### src/rtl/write_event_detect.sv
// Turns the raw write strobe into one event per write on the test port.
// A write held across stalls disarms after its first cycle, so it is seen only once.
module write_event_detect #(
    parameter int                ADDR_W    = 30,
    parameter logic [ADDR_W-1:0] TEST_PORT = 30'h10
) (
    input  logic              clk,
    input  logic              rst,
    input  logic              wen,
    input  logic [ADDR_W-1:0] addr,
    output logic              evt
);

    logic armed_r;

    // Arm flag: cleared by any write cycle, re-armed by any idle cycle.
    always_ff @(posedge clk) begin
        if (!rst) begin
            armed_r <= 1'b1;
        end else begin
            armed_r <= ~wen;
        end
    end

    assign evt = wen && armed_r && (addr == TEST_PORT);

endmodule

### config.mk
export PLATFORM = sky130hd
export DESIGN_NAME = write_event_detect
export DESIGN_NICKNAME = d
export VERILOG_FILES = /design/src/rtl/write_event_detect.sv
export SDC_FILE = /design/constraint.sdc
export NUM_CORES = 1
export LEC_CHECK = 0
export ABC_AREA = 1
export BUFFER_PORTS_ARGS = -buffer_cell sky130_fd_sc_hd__buf_2
export CORE_AREA = 2 2 39 41
export DETAILED_ROUTE_END_ITERATION = 16
export DIE_AREA = 0 0 41 43
export HOLD_SLACK_MARGIN = 0.06
export RECOVER_POWER = 25
export SYNTH_ARGS = -nofsm -noshare
export SYNTH_HDL_FRONTEND = slang
export SYNTH_SLANG_ARGS = --single-unit
export TNS_END_PERCENT = 1
### constraint.sdc
create_clock -name clk -period 0.8 [get_ports clk]
set_input_delay 0.04 -clock clk [delete_from_list [all_inputs] [get_ports clk]]
set_output_delay 0.04 -clock clk [all_outputs]
set_load 0.05 [all_outputs]
==> Word level (Yosys, flattened, before mapping) <==
Index checks and enable logic that the tools add are counted.
{ "totals": {"register_bits": 1, "out_inout_bits": 1, "word_cells": 5} }
{ "classes": {"n_eq_ne": 1, "bitwise_logic": 1, "n_reduce_logical": 2} }
{ "ops": {"columns": ["op", "count"], "rows": [
  ["$eq A30 B5 Y1 const B", 1],
  ["$logic_and A1 B1 Y1", 2],
  ["$not A1 Y1", 1]
]} }

==> Longest topological paths before layout <==
Gate-level depths: netlist of the first run.
{ "depth": {"word_depth": 2, "mapped_depth": 6, "depth_no_buf": 6} }

==> Worst setup path after synthesis of the first run <==
Ideal clock, no wire load.
{ "synth_path": {"path_type": "register -> output", "startpoint": "reg armed_r", "endpoint": "out evt", "arrival_ps": 999, "required_ps": 760, "setup_slack_ps": -239, "stages_incl_launch_ff": 7, "n_path_buf": 0, "path_cell_list": "dfxtp_1 -> inv_1 -> nor2_1 -> nand2_1 -> nor2_1 -> nand2_1 -> nor2_2"} }
{ "synth_between": {"elab_chain_cells": 2} }
{ "synth_rtl": {"columns": ["item", "line", "rtl"], "rows": [
  ["from (decl)", "14", "logic armed_r;"],
  ["from (signal assigned)", "21", "armed_r <= ~wen;"],
  ["$logic_and A1 B1 Y1 (2 in a row)", "25", "assign evt = wen && armed_r && (addr == TEST_PORT);"],
  ["to (decl)", "11", "output logic evt"]
]} }
Every way passes these cells.

==> Worst setup path after layout of the first run <==
Ends and elaborated chain as after synthesis.

==> key figures, run 1 <==
Run status
  • Status: complete, but fails checks
  • Failing checks: negative setup slack

Power and ir drop
  • Int Pwr: 0.000122 W
  • Clock share of power: 0%
  • Max IR drop VDD: ~0.00013 V
  • Total Power: 0.000161 W
  • Leakage power: 0.201 nW
  • Comb pwr share: 65.9%
  • P_sw: 0.0000381 W
  • Sequential share of power: approximately a third
  • Sw Share: 23.7%
  • Power per cell area: around 450 nW/um2

Timing
  • Slew HR: 91.9%
  • Max Freq: between 1000 and 1500 MHz
  • Hold slack: between 0.2 and 0.25 ns
  • Final Hold Vio Count: 0
  • Final worst slack: -0.0948 ns
  • Final period utilization: 112%
  • Actual slew at the worst max-slew pin: 0.120 ns
  • Min Tclk post-route: 0.895 ns
  • RSZ-0062 raised after global routing: true
  • Slew Viols, Final: 0
  • Final TNS setup: -0.0948 ns
  • Setup violations, final: 1

Cells and area
  • Register area: between 20 and 25 um2
  • Layout Nets: 104
  • Commonest non-fill, non-tap cells in the layout: buf_2, nor2_1, nand2_1
  • Fillers: 172
  • Layout cells sized above 1: 53.6%
  • Area of the multi-input gates: about 130 um2
  • Area Overhead vs Synth: 124%
  • Max reg flops: 1
  • Final core utilization: around a quarter
  • Biggest regs: armed_r x1
  • Number of diodes: 0
  • Reg with most FFs: armed_r
  • Most common cell after layout, fill and taps aside: buf_2
  • Final non-filler cell total: 85

Worst setup path
  • Worst Path Required: roughly 0.76 ns
  • CP endpoint kind: output pin
  • Critical path peak fanout: 1
  • Setup crit start kind: register
  • Critical path class: register to output pin
  • Crit path arrival time: 0.85 ns

Clocking
  • Clock-pin slew on the worst setup and hold paths: 0 ns
  • Post-CTS setup buffers: 0

GRT
  • Vias in the first global route: about 250
  • GRT Total Usage: 5.80%
  • Initial antenna violation count: 0
  • Pin count of the biggest net entering global routing: 3
  • First-pass GRT wire length: 786 um
  • Gr ovfl total: 0

Floorplanning
  • Core ar.: 1380 um2
  • Initial core utilization: between 10% and 20%
  • Die ar.: 1760 um2
  • Die Wd: between 40 and 50 um
  • Die H: roughly 43 um
  • # rows: 14
  • IO Pins: 34

Placement
  • Routability cong.: roughly 0.6
  • Placed cell count: 85
  • PortBufs: 33

Logic synthesis
  • Seq/Total Area, Yosys: between 10% and 20%
  • Syn Inst Count: 36
  • Cell area after synthesis: 159 um2
  • Synth Area per Inst: 4.41 um2
  • Yosys reg bits: 1
  • Synth unique cells: 6
  • Post-synthesis net count: 69
  • Synthesis warning total: 0

Drt
  • Final wirelength: 561 um
  • Initial DRC Count: 0
  • Detailed-route vias per instance: 3.55
  • DRC viols: 0
  • Number of detailed-route iterations in the first pass: 1
  • Via Count: 302
  • Routed Antenna Nets: 0
  • DR WL/cell: 6.60 um

Min path
  • Worst min path class: primary input to register
  • Worst Hold End: armed_r$_SDFF_PN1_
  • Hold path cells: 2
  • HP Start: rst

Flow run
  • Max-cap violation count: 0
## synthesized netlist by cell type
library cell | number | area share [%]
nor2_1 | 19 | 45
nand2_1 | 10 | 24
inv_1 | 3 | 7.1
nor2_2 | 2 | 7.9
dfxtp_1 | 1 | 13
nand2_2 | 1 | 3.9
## stage by stage
step | area [um2] | setup slack (ns)
after floorplan | 164 | -0.0902
after global placement | 349 | -0.204
after detailed placement | 349 | -0.211
after CTS | 355 | -0.120
after global routing | 357 | -0.159
final | 357 | -0.0948
## routing by layer
| layer | GRT usage (%) | part of all wire [%] | vias to the layer above |
|---|---|---|---|
| met1 | 5.71 | 34 | 110 |
| met4 | 0 | 0 | 0 |
| met3 | 0 | 16 | 0 |
| li1 | - | - | 171 |
| met2 | 12.5 | 50 | 21 |
| met5 | 0 | 0 | - |
## final cells by class
type                       count  share of cell area (%)
sequential                     1                    5.96
multi-input combinational     32                    37.2
tap                           16                    5.61
inverter                       3                    3.16
timing repair buffer          33                    48.1
## power groups by stage
| stage | sequential, W | clock (W) | combinational (W) |
|---|---|---|---|
| after floorplan | 0.0000541 | 0 | 0.0000290 |
| after global placement | 0.0000542 | 0 | 0.000104 |
| after detailed placement | 0.0000544 | 0 | 0.000107 |
| after CTS | 0.0000544 | 0 | 0.000107 |
| after global routing | 0.0000553 | 0 | 0.000121 |
| final | 0.0000548 | 0 | 0.000106 |
## cells by family after synthesis
family	synth area share [%]
AND/OR/NAND/NOR	80.3
flip-flops	12.6
buffers and inverters	7.09
## how the worst max path moves through the flow
stage,from,endpoint,cells past startpoint
floorplan,armed_r$_SDFF_PN1_,evt,6
global placement,armed_r$_SDFF_PN1_,evt,7
detailed placement,armed_r$_SDFF_PN1_,evt,7
CTS,armed_r$_SDFF_PN1_,evt,7
global route,armed_r$_SDFF_PN1_,evt,7
finish,armed_r$_SDFF_PN1_,evt,7
## repair_timing
action | CTS | global route
gates resized for setup | 2 | 1
hold buffers | 0 | 0
pin swaps | 0 | 0
setup endpoints to repair | 1 | 1
## worst max-delay path: stages, from the launching register on
cell and delay, ns:
dfxtp_2 0.29, inv_1 0.03, nor2_1 0.07, nand2_1 0.05, nor2_1 0.08, nand2_1 0.09, nor2_4 0.09, buf_6 0.16
Power figures use the tool's default switching activity.
==> inputs of run 2 (changes only) <==
==> constraint.sdc (replaced) <==
create_clock -name clk -period 1.15 [get_ports clk]
set_input_delay 0.23 -clock clk [delete_from_list [all_inputs] [get_ports clk]]
set_output_delay 0.23 -clock clk [all_outputs]
set_load 0.05 [all_outputs]
==> run 2 against run 1 <==
  * The run still ends with negative setup slack left
  * Routed wire length shrank 8.9%
  * Combinational power shrank 25%
  * Final area grew 5.6%
  * Sequential share of layout area shrank 0.65 points
  * Hold slack gained 0.19 ns
  * Critical path depth is the same
  * Critical endpoint unchanged
  * Largest cell class unchanged
==> key figures, run 2 (synthesis gave the netlist of run 1 again) <==
Worst setup path
  • CP max stage cell: buf_8
  • Critical path peak fanout: 1 (unchanged)
  • CP endpoint kind: output pin
  • CP max stage delay: 0.15 ns (-0.14 ns)
  • Crit path cell chain: buf_2 -> nor2_2 -> nand2_2 -> nor2_1 -> nand2_1 -> nor2_4 -> buf_8
  • Top delay family on crit path: simple AND/OR/NAND/NOR gates
  • Worst Path Required: 0.92 ns (+0.16 ns)
  • CP Buf/Inv Count: 2 (unchanged)
  • Crit path arrival time: 0.94 ns (+0.09 ns)
  • Setup crit start kind: primary input
  • WP depth: 7 (unchanged)
  • Critical path class: primary input to output pin

Power and ir drop
  • Max IR drop VDD: 0.000172 V (+31%)
  • Leakage power: 0.206 nW (+2.2%)
  • Power per cell area: 312 nW/um2 (-31%)

Cells and area
  • Reg with most FFs: armed_r
  • Number of diodes: 0 (unchanged)
  • Commonest non-fill, non-tap cells in the layout: buf_2, nor2_1, nand2_1
  • Area Overhead vs Synth: 137%
  • Biggest regs: armed_r x1
  • Design Area, Final: 377 um2 (+5.6%)
  • Area of the multi-input gates: 138 um2 (+3.8%)
  • Register area: 20.0 um2 (-5.9%)
  • Fillers: 165 (-4.1%)
  • Layout Nets: 104 (unchanged)
  • Layout cells sized above 1: 56.5% (+2.9 points)
  • Most common cell after layout, fill and taps aside: buf_2
  • Final core utilization: 27.2% (+1.4 points)
  • Max reg flops: 1 (unchanged)

Timing
  • Setup violations, final: 1 (unchanged)
  • Final Hold Vio Count: 0 (unchanged)
  • Slew Viols, Final: 0 (unchanged)
  • Slew HR: 92.9% (+0.92 points)
  • Actual slew at the worst max-slew pin: 0.107 ns (-0.0137 ns)
  • Final period utilization: 102%
  • Final worst slack: -0.0195 ns (+0.0754 ns)
  • Min Tclk post-route: 1.17 ns
  • Final TNS setup: -0.0195 ns (+0.0754 ns)
  • Max Freq: 855 MHz
  • RSZ-0062 raised after global routing: true

Flow run
  • Max-cap violation count: 0 (unchanged)

Min path
  • Hold path cells: 2 (unchanged)
  • Worst min path class: primary input to register

Floorplanning
  • # rows: 14 (unchanged)
  • Die H: 43 um (unchanged)
  • Initial core utilization: 11.5% (unchanged)
  • Die ar.: 1760 um2 (unchanged)
  • IO Pins: 34 (unchanged)
  • Die Wd: 41 um (unchanged)
  • Core ar.: 1380 um2 (unchanged)

Placement
  • PortBufs: 33 (unchanged)
  • Pre-CTS WS: -0.115 ns (+0.0961 ns)
  • Routability cong.: 0.553 (-7.9%)
  • Post-DP Area: 349 um2 (unchanged)

Clocking
  • # hold bufs at CTS: 0 (unchanged)
  • Clock-pin slew on the worst setup and hold paths: 0 ns (unchanged)

Drt
  • DRC viols: 0 (unchanged)
  • Final wirelength: 511 um (-8.9%)
  • Routed Antenna Nets: 0 (unchanged)
  • Detailed-route vias per instance: 3.55 (unchanged)
  • Initial DRC Count: 0 (unchanged)
  • DR WL/cell: 6.01 um (-8.9%)
  • Via Count: 302 (unchanged)
  • Number of detailed-route iterations in the first pass: 1 (unchanged)

GRT
  • Pin count of the biggest net entering global routing: 3 (unchanged)
  • Initial antenna violation count: 0 (unchanged)
  • Vias in the first global route: 235 (-5.6%)
  • GRT Total Usage: 5.31% (-0.49 points)
  • First-pass GRT wire length: 731 um (-7.0%)
  • Gr ovfl total: 0 (unchanged)

Run status
  • Status: complete, but fails checks
  • Failing checks: negative setup slack
[run 2: cell counts in the layout (fill, tap and decap cells not counted)]
No cell type changed its count.
[run 2: path summary, 6_finish.rpt]
path  startpoint            endpoint
max      addr[2]                 evt
min          wen  armed_r$_SDFF_PN1_
[run 2: metrics by stage]
stage,cells,hold slack (ns),power [W]
3_5_place_dp,85,0.400,0.000112
4_1_cts,85,0.400,0.000113
6_report,85,0.394,0.000118
3_3_place_gp,85,0.396,0.000110
5_1_grt,85,0.409,0.000130
2_1_floorplan,36,0.292,0.0000578
[run 2: layer usage]
| metal | up-vias | global-route usage [%] | wire, um |
|---|---|---|---|
| met5 | - | 0 | 0 |
| met2 | 16 | 10.0 | 258 |
| met4 | 0 | 0 | 0 |
| met3 | 0 | 0 | 71 |
| met1 | 115 | 6.69 | 181 |
| li1 | 171 | - | - |
[run 2: repair_timing]
item	in CTS	in global routing
pin swaps	2	7
resized for setup	3	5
setup endpoints to repair	1	1
buffers inserted	0	0
[run 2: power by group]
group	switching, W	leakage, nW	internal (W)
clock network	0	0	0
registers	0.000000533	0.00836	0.0000373
logic	0.0000272	0.197	0.0000525
total	0.0000278	0.206	0.0000898
[run 2: cell type report]
type                            instances  share of cell area [%]
Inverter                                3                    2.99
Timing Repair Buffer                   33                    49.8
Multi-Input combinational cell         32                    36.5
Sequential cell                         1                    5.32
Tap cell                               16                    5.32
